===== src/rtl/bcd_display_scanner.sv =====
// bcd_display_scanner: latches a 2-digit BCD value and scans it onto a common-anode 7-seg display (option: LEADING_ZERO_BLANK_EN)
module bcd_display_scanner #(
  parameter int REFRESH_DIV = 4,
  parameter int GAP_CYCLES  = 1
) (
  input  logic       Clock,
  input  logic       Resetn,
  input  logic       load,
  input  logic [3:0] tens_in,
  input  logic [3:0] ones_in,
  output logic [6:0] seg_n,
  output logic [1:0] an_n,
  output logic       frame_done
);
  localparam int RG   = REFRESH_DIV > GAP_CYCLES ? REFRESH_DIV : GAP_CYCLES;
  localparam int MAXN = RG > 2 ? RG : 2;
  localparam int CW   = $clog2(MAXN);
  typedef enum logic [1:0] {SCAN_ONES, GAP_ONES, SCAN_TENS, GAP_TENS} state_t;
  state_t state, state_nx;
  logic [CW-1:0] cnt;
  logic [3:0] tens, ones;
  logic last, tens_lit, fd_nx;
  logic [6:0] seg_nx;
  logic [1:0] an_nx;
  function automatic logic [6:0] decode(input logic [3:0] d);
    case (d)
      4'd0: decode = 7'h40;
      4'd1: decode = 7'h79;
      4'd2: decode = 7'h24;
      4'd3: decode = 7'h30;
      4'd4: decode = 7'h19;
      4'd5: decode = 7'h12;
      4'd6: decode = 7'h02;
      4'd7: decode = 7'h78;
      4'd8: decode = 7'h00;
      4'd9: decode = 7'h10;
      default: decode = 7'h3F;
    endcase
  endfunction
  // next state, dwell-end detection and the registered-output values for this state
  always_comb begin
    last = (state == SCAN_ONES || state == SCAN_TENS) ? cnt == CW'(REFRESH_DIV - 1)
                                                      : cnt == CW'(GAP_CYCLES - 1);
    state_nx = !last ? state :
               state == SCAN_ONES ? (GAP_CYCLES == 0 ? SCAN_TENS : GAP_ONES) :
               state == GAP_ONES  ? SCAN_TENS :
               state == SCAN_TENS ? (GAP_CYCLES == 0 ? SCAN_ONES : GAP_TENS) : SCAN_ONES;
`ifdef LEADING_ZERO_BLANK_EN
    tens_lit = state == SCAN_TENS && tens != 4'd0;
`else
    tens_lit = state == SCAN_TENS;
`endif
    an_nx  = state == SCAN_ONES ? 2'b10 : tens_lit ? 2'b01 : 2'b11;
    seg_nx = state == SCAN_ONES ? decode(ones) : tens_lit ? decode(tens) : 7'h7F;
    fd_nx  = last && state == (GAP_CYCLES == 0 ? SCAN_TENS : GAP_TENS);
  end
  // state, dwell counter (cleared on every transition), digit capture and output registers
  always_ff @(posedge Clock or negedge Resetn) begin
    if (!Resetn) begin
      state      <= SCAN_ONES;
      cnt        <= '0;
      tens       <= '0;
      ones       <= '0;
      seg_n      <= 7'h7F;
      an_n       <= 2'b11;
      frame_done <= 1'b0;
    end else begin
      state      <= state_nx;
      cnt        <= last ? '0 : cnt + 1'b1;
      tens       <= load ? tens_in : tens;
      ones       <= load ? ones_in : ones;
      seg_n      <= seg_nx;
      an_n       <= an_nx;
      frame_done <= fd_nx;
    end
  end
endmodule


===== config.mk =====
export PLATFORM = sky130hd
export DESIGN_NAME = bcd_display_scanner
export DESIGN_NICKNAME = d
export VERILOG_FILES = /design/src/rtl/bcd_display_scanner.sv
export SDC_FILE = /design/constraint.sdc
export NUM_CORES = 1
export LEC_CHECK = 0
export ABC_AREA = 1
export BUFFER_PORTS_ARGS = -buffer_cell sky130_fd_sc_hd__buf_4
export CORE_UTILIZATION = 35
export DETAILED_ROUTE_END_ITERATION = 8
export GPL_TIMING_DRIVEN = 0
export PLACE_DENSITY = 0.6
export SETUP_SLACK_MARGIN = 0.15
export SLEW_MARGIN = 0
export SYNTH_ARGS = -nofsm -noshare
export SYNTH_HDL_FRONTEND = slang
export SYNTH_SLANG_ARGS = --single-unit

===== constraint.sdc =====
create_clock -name Clock -period 1.95 [get_ports Clock]
set_clock_uncertainty 0.2 [all_clocks]
set_input_delay 0.0975 -clock Clock [delete_from_list [all_inputs] [get_ports Clock]]
set_output_delay 0.0975 -clock Clock [all_outputs]
set_load 0.01 [all_outputs]

**After elaboration in Yosys (flattened, before gate mapping)**

Memory sizes are Yosys's and may differ from the RTL's.
Cells that the tools add are included.

- Bits in registers: 22
- Memory bits (read-only): 224
- Input port bits: 11
- Output and inout bits: 10
- Logic and storage cells: 27
- Memories: 2

- Add/subtract/negate cells: 1
- Equal/unequal tests: 4
- Mux-type cells: 9
- Reductions and logical operators: 4

Memories:

| name | words | bits a word | read ports | clocked after memory_dff | write ports | line | text |
|---|---|---|---|---|---|---|---|
| (no name shown) | 16 | 7 | 1 | 0 | 0 | 26 | `case (d)` |
| (no name shown) | 16 | 7 | 1 | 0 | 0 | 26 |  |

Operators with widths:

| cell | count |
|---|---|
| two-way mux 7 bit | 2 |
| two-way mux 2 bit | 6 |
| equality test 2 bit (second input constant) | 3 |
| logical NOT 2 bit | 2 |
| adder 2 x 1 -> 2 bit (second input constant) | 1 |
| equality test 2 x 1 -> 1 bit (second input constant) | 1 |
| logical AND 1 bit | 1 |
| logical OR 1 bit | 1 |
| two-way mux 1 bit | 1 |

**Logic depth before layout (Yosys ltp)**

- Word-level depth: 4
- Mapped depth: 8
- Depth with buffers taken out: 8

**Least setup slack after synthesis**

Ideal clock, no wire load.

- Path type: reg-to-reg
- From: reg state[0]
- To: reg state[0]
- Setup time: 0.128 ns
- Data arrival time: 1.135 ns
- Required time: 1.622 ns
- Path slack: 0.487 ns
- Stages on the path, launching flop included: 7
- Buffers on the path: 0
- Period minus slack after synthesis: 1.463 ns
- Path through: dfrtp_1 > inv_1 > ha_1 > nor2_1 > nand2_1 > o21ai_2 > o21ai_0

- Longest elaborated chain between the ends: 4
- Elaborated cells on any way between the ends: 8
- Those cells by class: eq/ne (2); mux (4); reduce/logical (2)

Ends and longest elaborated chain:

| item | line | text |
|---|---|---|
| from (decl) | 19 | `state_t state, state_nx;` |
| from (signal assigned) | 68 | `state <= state_nx;` |
| equality test 2 bit | 42, 47 |  |
| two-way mux 2 bit | 47 | `state == SCAN_TENS ? (GAP_CYCLES == 0 ? SCAN_ONES : GAP_TENS) : SCAN_ONES;` |
| two-way mux 2 bit | 46 | `state == GAP_ONES ? SCAN_TENS :` |
| two-way mux 2 bit | 45 | `state == SCAN_ONES ? (GAP_CYCLES == 0 ? SCAN_TENS : GAP_ONES) :` |

Several ways; a longest one is shown, not always the timed one.
A chain may end at the register's enable or synchronous reset.

==> results <==
- The number of flops mapped to enable cells by yosys is 0.
- In this run the static leakage power is between 0.8 and 0.9 nW.
- Entering global routing, the biggest net connects 14 pins.
- The startpoint type of the worst setup path is a register.
- Of the total power, the share spent switching nets is between 20% and 30%.
- The floorplan step defined a die boundary enclosing 3848 um^2.
- Traced cell by cell, the critical path runs through inv_1, o21ai_0, dlygate4sd3_1.
- The share of power burned in combinational logic is about 18%.
- After clock tree synthesis, the clock-pin slew on the worst setup and hold paths is about 130 ps.
- In this run the power spent charging and discharging nets is around 0.00026 W.
- The number of DRC violations after detailed routing is 0.
- Across the run, the number of max-cap violations was 0.
- The number of nets in the final layout is 218.
- The hold violation count in the final report was 0.
- Once the floorplan was initialized, standard cells occupied 37.21% of the core.
- The number of pins with negative max-slew slack in the final report was 0.
- TritonCTS created 3 clock buffers.
- The biggest fanout along the worst timing path is 8.
- Setup repair after global routing left no endpoint under its margin.
- The transition time of the tightest slew-check pin is 590.8 ps.
- The time the worst path needs with I/O delays and setup is 1590 ps.
- The library cells used most frequently in the layout, excluding fill and tap cells, are sky130_fd_sc_hd__nand2_1, sky130_fd_sc_hd__inv_1, sky130_fd_sc_hd__buf_4.
- Synthesis produced a netlist whose cell count is 150.
- Prior to clock tree synthesis, the placed netlist has a worst setup slack of roughly 290 ps.
- On the worst path, the slowest cell contributes a delay of 570 ps.
- Cell internal power was estimated by the tool at roughly 0.00081 W.
- The final layout contains routed wiring with a total length of about 2.3 mm.
- The placeable core region is 3390 um^2.
- The run finished with clean final reports.
- Yosys mapped the design onto 17 distinct sky130hd cell types.
- The global-route usage over all layers is roughly 14%.
- The total of buffers placed on input and output ports is 20.
- The global-route wire length before repair is 3.864 mm.
- The fraction of layout cells with a size suffix above 1 is 20.53%.
- The number of antenna diodes in the final layout is 0.
- The cell row count is 21.
- At the end of routability-driven placement, the weighted congestion stood at roughly 0.83.
- Leaving out fill and tap cells, the most frequent cell in the layout is sky130_fd_sc_hd__nand2_1.
- The via count of the first global-routing pass came to ~940.
- Setup slack on the critical path of the routed design comes to 360.1 ps.
- Dividing the detail-routed via count by the number of cells gives roughly 4.5.
- The power consumption is 0.001078 W.
- The count of routing violations after the opening detailed-route iteration is 19.
- The clock sink total is 22.
- The slowest stage of the critical path is the sky130_fd_sc_hd__dlygate4sd3_1 cell.
- The most used flip-flop cell after synthesis is sky130_fd_sc_hd__dfrtp_1.
- Dividing the final minimum period by the clock period gives between 80% and 90%.
- Based on the critical path, the design can be clocked at up to between 600 and 700 MHz.
- In the final routed layout, each cell accounts on average for 9.581 um.
- The worst hold path class is input pin to register.
- Sorting the synthesized cells by area gives the leading types as sky130_fd_sc_hd__dfrtp_1, sky130_fd_sc_hd__dfstp_2, sky130_fd_sc_hd__ha_1.
- The sequential share of the synthesized area is 44.54%.
- In this run the number of H-tree levels came out at 1.
- Clock latency on the worst-skew pair, taken at its later pin, is a little over 300 ps.
- From synthesis to final layout, the design area changed by 33.73%.
- At the end of the flow the core is filled with cells to between 40% and 50%.
- The tree is rooted in a sky130_fd_sc_hd__clkbuf_4.
- Synthesis inferred 22 register bits.
- The signal arrival time at the worst endpoint is roughly 1600 ps.
- 21 I/O pins were placed.
- In this run the remaining antenna-violating nets after routing total 0.
- The number of antenna violations at the first check in global routing came to 0.
- In this run the deepest clock path goes through 2 buffers.
- The clock network burns 32.4% of the power.
- The die width is slightly above 60 um.
- In this run the vertical extent of the chip is just over 60 um.
- During synthesis, Yosys emitted a total of 0 warnings.
- For this block, the via count after detailed routing is between 1000 and 1500.
- The share of total power dissipated in sequential elements is just under 50%.
- For the final routed database, the setup TNS stands at 0 ps.
- The worst setup path is captured at a register.
- Averaged over all synthesized cells, the footprint is around 8.4 um^2.
- The post-synthesis async set-or-reset flop share is 100.0%.
- The post-synthesis cell area is ~1300 um^2.
- Measured against its own limit, the worst slew margin works out to 60.48%.
- The number of nets in the synthesized netlist is 177.
- The power per standard cell area is between 600 and 700 nW/um^2.
- The peak supply drop is around 260 uV.
- The share of the synthesized area in the top cell type is between 20% and 30%.
- The cell taking the most area after synthesis is sky130_fd_sc_hd__dfrtp_1.
- The count of final setup violators is 0.
- For the worst setup path, the data required time is about 2000 ps.
- TritonCTS built the clock tree.
- The HPWL reported at the end of detailed placement is around 1.7 mm.
- The critical path is of the register to register type.
- The number of fillers in the final layout is about 350.
- The aggregate global routing overflow is 0.
- The number of optimization iterations in the first detailed-route pass is 5.
## sequential cells by signal, summed over array words and instances (netlist names)
signal	flops
seg_n	7
ones	4
tens	4
an_n	2
cnt	2
state	2
frame_done	1
## final cells by class
class | instances | area (um^2) | area share (%)
Sequential cell | 22 | 561.8 | 33.31
Clock buffer | 3 | 22.52 | 1.335
Tap cell | 46 | 57.56 | 3.412
Inverter | 26 | 100.1 | 5.935
Multi-Input combinational cell | 101 | 600.6 | 35.61
Clock inverter | 1 | 30.03 | 1.780
Timing Repair Buffer | 36 | 310.3 | 18.40
Buffer | 1 | 3.754 | 0.2226
## through the flow
step	area (um^2)	hold WS, ps	instances
floorplan	1261	-398.1	150
global placement	1469	-205.5	216
detailed placement	1469	-202.9	216
CTS	1682	112.0	236
global route	1687	157.5	236
finish	1687	103.4	236
## worst max-delay path: cells and delay by family (launching register included)
kind / cells / cell delay [ps]
buffers and inverters: 2 / 760
flip-flops: 1 / 420
AO/OA/AOI/OAI: 1 / 110
## power groups by stage
stage | logic, W | clock network (W) | registers, W
6_report | 0.000198 | 0.000349 | 0.000531
5_1_grt | 0.000230 | 0.000362 | 0.000538
4_1_cts | 0.000200 | 0.000355 | 0.000532
3_5_place_dp | 0.000168 | 0 | 0.000540
3_3_place_gp | 0.000165 | 0 | 0.000539
2_1_floorplan | 0.0000768 | 0 | 0.000550
## layer usage
layer / global-route usage (%) / share of wire, % / vias up
li1: - / - / 544
met1: 17.95 / 47 / 480
met2: 22.64 / 48 / 26
met3: 1.863 / 3.2 / 4
met4: 6.032 / 2.1 / 0
met5: 0 / 0 / -
## cells in the mapped netlist, types with 2 or more instances
library cell and n:
sky130_fd_sc_hd__inv_1 25, sky130_fd_sc_hd__nor2_1 10, sky130_fd_sc_hd__dfstp_2 9, sky130_fd_sc_hd__ha_1 16, sky130_fd_sc_hd__a21oi_1 2, sky130_fd_sc_hd__o21ai_0 13, sky130_fd_sc_hd__dfrtp_1 13, sky130_fd_sc_hd__nand3_1 13
sky130_fd_sc_hd__and2_1 2, sky130_fd_sc_hd__nand2_1 39, sky130_fd_sc_hd__o21ai_2 2
## cell families after synthesis
| group | after synthesis | synth area share, % |
|---|---|---|
| and+or+nand+nor | 67 | 23.41 |
| buffers and inverters | 27 | 8.234 |
| DFF | 22 | 44.54 |
| AOI/OAI and AO/OA | 18 | 7.937 |
| adders and majority gates | 16 | 15.87 |
## worst paths after layout
path / endpoint / cells after the start / slack, ps / start
max in group asynchronous: state[0] / 3 / 420 / Resetn
min: tens[2] / 4 / 100 / load
max: tens[3] / 3 / 360 / tens[3]
min in group asynchronous: an_n[0] / 2 / 110 / Resetn
max reg2reg: tens[3] / 3 / 360 / tens[3]
min reg2reg: state[0] / 2 / 340 / state[0]
## repair_timing
| action | in CTS | in global routing |
|---|---|---|
| gates resized for setup | 0 | 2 |
| hold endpoints to repair | 30 | 0 |
| setup buffers | 0 | 0 |
| hold buffers | 16 | 0 |
| endpoints found under the setup margin | 0 | 3 |
Note: power is estimated with default switching activity, not from simulation.
